$ cat src/rtl/nabp_shift_controller.sv
// Shift sequencer for one projection line: it gives a kick, then kShiftCount shifts, then done.
// Optional NABP_SHIFT_ABORT_EN adds sc_abort, which closes a line early.
module nabp_shift_controller #(
    parameter int kShiftCount = 256,
    parameter int kCountWidth = 9
) (
    input  logic                   clk,
    input  logic                   reset_n,
    input  logic                   sc_start,
    input  logic                   sc_stall,
`ifdef NABP_SHIFT_ABORT_EN
    input  logic                   sc_abort,
`endif
    output logic                   sh_kick,
    output logic                   sh_shift_en,
    output logic                   sh_done,
    output logic                   sh_busy,
    output logic [kCountWidth-1:0] sh_shift_cnt
);

    typedef enum logic [1:0] {
        IDLE,
        KICK,
        SHIFT,
        DONE
    } state_t;

    localparam logic [kCountWidth-1:0] kLast = kCountWidth'(kShiftCount - 1);

    state_t                 state;
    state_t                 state_nx;
    logic [kCountWidth-1:0] cnt;
    logic [kCountWidth-1:0] cnt_nx;
    logic                   abort;

`ifdef NABP_SHIFT_ABORT_EN
    assign abort = sc_abort;
`else
    assign abort = 1'b0;
`endif

    always_ff @(posedge clk) begin
        if (!reset_n) begin
            state <= IDLE;
            cnt   <= '0;
        end else begin
            state <= state_nx;
            cnt   <= cnt_nx;
        end
    end

    // The counter is cleared on entry to KICK, so it reads 0 for the whole line opening
    always_comb begin
        state_nx    = state;
        cnt_nx      = cnt;
        sh_kick     = 1'b0;
        sh_shift_en = 1'b0;
        sh_done     = 1'b0;
        unique case (state)
            IDLE: begin
                if (sc_start) begin
                    state_nx = KICK;
                    cnt_nx   = '0;
                end
            end
            KICK: begin
                sh_kick  = 1'b1;
                cnt_nx   = '0;
                state_nx = abort ? DONE : SHIFT;
            end
            SHIFT: begin
                if (abort) begin
                    state_nx = DONE;
                end else if (!sc_stall) begin
                    sh_shift_en = 1'b1;
                    cnt_nx      = cnt + 1'b1;
                    if (cnt == kLast) state_nx = DONE;
                end
            end
            DONE: begin
                sh_done  = 1'b1;
                state_nx = IDLE;
            end
            default: state_nx = IDLE;
        endcase
    end

    assign sh_busy      = (state != IDLE);
    assign sh_shift_cnt = cnt;

endmodule

$ cat config.mk
export PLATFORM = sky130hd
export DESIGN_NAME = nabp_shift_controller
export DESIGN_NICKNAME = d
export VERILOG_FILES = /design/src/rtl/nabp_shift_controller.sv
export SDC_FILE = /design/constraint.sdc
export NUM_CORES = 1
export LEC_CHECK = 0
export CAP_MARGIN = 20
export CELL_PAD_IN_SITES_DETAIL_PLACEMENT = 2
export CELL_PAD_IN_SITES_GLOBAL_PLACEMENT = 2
export CORE_ASPECT_RATIO = 0.75
export CORE_UTILIZATION = 28
export DETAILED_ROUTE_END_ITERATION = 10
export PLACE_DENSITY_LB_ADDON = 0.12
export SYNTH_ARGS = -nofsm -noshare
export SYNTH_HDL_FRONTEND = slang
export SYNTH_SLANG_ARGS = --single-unit
$ cat constraint.sdc
create_clock -name clk -period 2.2 [get_ports clk]
set_input_delay 0.66 -clock clk [delete_from_list [all_inputs] [get_ports clk]]
set_output_delay 0.66 -clock clk [all_outputs]
set_load 0.01 [all_outputs]
==> flow_metrics.tcl <==
set metrics [dict create \
    cts_tree "built" \
    drv_slew 0 \
    clock-sinks 11 \
    fin_util_pct 42.97 \
    placed_area_um2 893.4 \
    finalInstanceArea_um2 918.4 \
    fp.dieH_um 44.39 \
    fmax_mhz 488.8 \
    timing.slew.headroom_pct 76.82 \
    syn_inst 66 \
    viasPerCell 4.566 \
    rsz0062_at_grt "no" \
    synth_seq_cells 11 \
    status "completed" \
    synth_top_area_cell "dfxtp_1" \
    fin_skew_ns 0.002031 \
    synth_top_cell_area_share_pct 32.84 \
    hold_violations 0 \
    peakVddDrop_v 0.0004266 \
    holdBufCountCts 0 \
    path_cells "inv_1, ha_1, clkdlybuf4s50_1" \
    synth_area_um2 670.6 \
    wirelength_um 1721 \
    syn_area_per_cell_um2 10.16 \
    maxCapViolations 0 \
    num_vias 557 \
    postRouteAntennaNets 0 \
    grt_max_degree 9 \
    fin_nets 101 \
    ys_warn_count 0 \
    antenna_found_initial 0 \
    grt_overflow 0 \
    clk_latency_ns 0.27 \
    required_ns 1.54 \
    cts_buffer_depth 2 \
    hpwl_um 1420 \
    final_cells 122 \
    hold_path.class "reg2reg" \
    cts.clk_slew.worst_paths_ns 0.07 \
    cts_made_buffers 3 \
    synth_area_leaders "dfxtp_1 (33%), ha_1 (11%), xnor2_1 (7.8%)" \
    crit_path_max_fanout 4 \
    die_w_um 58.51 \
    place.port_buffers 16 \
    fin_crit_sh_pct 93.00 \
    dieArea_mm2 0.002597 \
    crit_type "reg2out" \
    cp-end-kind "primary output" \
    tightest_slew_ns 0.3469 \
    area_growth_pct 36.94 \
    critPathSlowestCell "clkdlybuf4s50_1" \
    crit_arrival_ns 1.39 \
    route.detailed.drc 0 \
    drive_gt1_share_pct 24.44 \
    syn_nets 76 \
    place.gp.congestion 0.7362 \
    h-tree-depth 1 \
    period_needed_ns 2.046 \
    track_usage_pct 15.92 \
    core_mm2 0.002137 \
    top_level_ports 17 \
    grt_pass1_wl_um 2835 \
    first_pass_iters 4 \
    grt_pass1_vias 584 \
    yosysUniqueCellTypes 25 \
    place_inst 118 \
    rows 14 \
    synth-seq-area-share_pct 32.84 \
    num_antenna_cells 0 \
    wl_per_cell_um 14.11 \
    slowest_delay_ns 0.52 \
    cts_setup_buffers 0 \
    leakage_nw 0.3611 \
    initialDrtViolationCount 6 \
    finalSetupViolCount 0 \
    initial_utilization_pct 31.38 \
    clock-root-buffer "clkbuf_4" \
    critPathLaunchType "flop" \
    p_per_area_mw_per_mm2 949.1 \
]
[layer usage]
metal | part of all wire (%) | global-route usage (%) | up-vias
li1 | - | - | 279
met1 | 49 | 20.04 | 262
met2 | 45 | 25.06 | 11
met3 | 4.6 | 6.140 | 5
met4 | 1.3 | 5.714 | 0
met5 | 0 | 0 | -
[where the power goes]
part | internal [mW] | switching (mW) | total (mW)
logic | 0.219 | 0.233 | 0.452
clock network | 0.0704 | 0.0705 | 0.141
registers | 0.239 | 0.0403 | 0.279
[registers in the layout, summed over array words and instances (netlist names)]
register and flops:
sh_shift_cnt 9, state 2
[worst max-delay path, delay by kind of cell, from the launching register on]
kind                       cells  cell delay [ns]
DFF                            1             0.34
adders and majority gates      1             0.15
buffers and inverters          2             0.62
[final cells by class]
class / instances / area [um2]
inverters: 5 / 18.77
well taps: 32 / 40.04
fillers: 256 / 1219
clock buffers: 4 / 26.28
flip-flops and latches: 11 / 225.2
repair buffers: 22 / 198.9
multi-input cells: 48 / 409.1
[logic make-up (layout without fill, tap and decap cells)]
family / Yosys count / in the layout / share of synthesized area [%]
buf+inv: 7 / 31 / 6.157
simple gates: 28 / 28 / 29.85
fa+ha+maj: 6 / 6 / 11.19
flops: 11 / 11 / 32.84
xor+xnor: 6 / 6 / 7.836
mux: 2 / 2 / 2.985
compound gates: 6 / 6 / 9.140
[worst paths after layout]
kind / start / end / slack [ns] / depth (start not counted)
worst min register to register: sh_shift_cnt[8]$_SDFFE_PN0P_ / sh_shift_cnt[8]$_SDFFE_PN0P_ / 0.52 / 2
worst max register to register: sh_shift_cnt[0]$_SDFFE_PN0P_ / state[1]$_SDFFE_PN0P_ / 0.21 / 9
worst max-delay path: state[1]$_SDFFE_PN0P_ / sh_kick / 0.15 / 3
worst min-delay path: sh_shift_cnt[8]$_SDFFE_PN0P_ / sh_shift_cnt[8]$_SDFFE_PN0P_ / 0.52 / 2
[stage by stage]
| step | hold WS [ns] | setup slack, ns | setup TNS, ns | power [mW] |
|---|---|---|---|---|
| final | 0.5207 | 0.1540 | 0 | 0.8716 |
| after global routing | 0.5564 | 0.01809 | 0 | 0.9477 |
| after CTS | 0.5306 | 0.03467 | 0 | 0.8937 |
| after detailed placement | 0.5202 | -0.2398 | -0.2398 | 0.7517 |
| after global placement | 0.4984 | -0.1804 | -0.1804 | 0.7301 |
| after floorplan | 0.5276 | 0.4763 | 0 | 0.5735 |
[repair_timing]
action / 4_1_cts / 5_1_grt
setup endpoints to repair: 2 / 1
gates resized for setup: 5 / 2
pin swaps: 0 / 0
[cells in the final DEF (no fill, tap or decap), types with 2 or more instances in the layout]
cell,instances
clkbuf_4,3
nor4_2,3
clkdlybuf4s50_1,14
buf_4,6
nor2b_1,2
a211oi_1,2
mux2i_1,2
inv_1,5
xnor2_1,6
nand3_1,2
nand2_1,2
ha_1,6
nor2_1,10
dfxtp_1,9
[synth_stat cells]
cell type and instances:
mux2i_1 2, and2_1 1, inv_1 5, nand3_1 2
and3_1 1, nor3_4 1, nor4_2 3, a211oi_1 2
ha_1 6, nor3_2 1, o221a_2 1, nor2b_1 2
a21oi_1 1, nor4b_2 1, a31o_1 1, xnor2_1 6
dfxtp_1 11, nand4_1 1, nand4b_2 1, buf_6 2
nor2_1 10, nand2b_1 1, nand2_1 2, nor2b_4 1
o31ai_4 1
(Power assumes the default switching activity.)
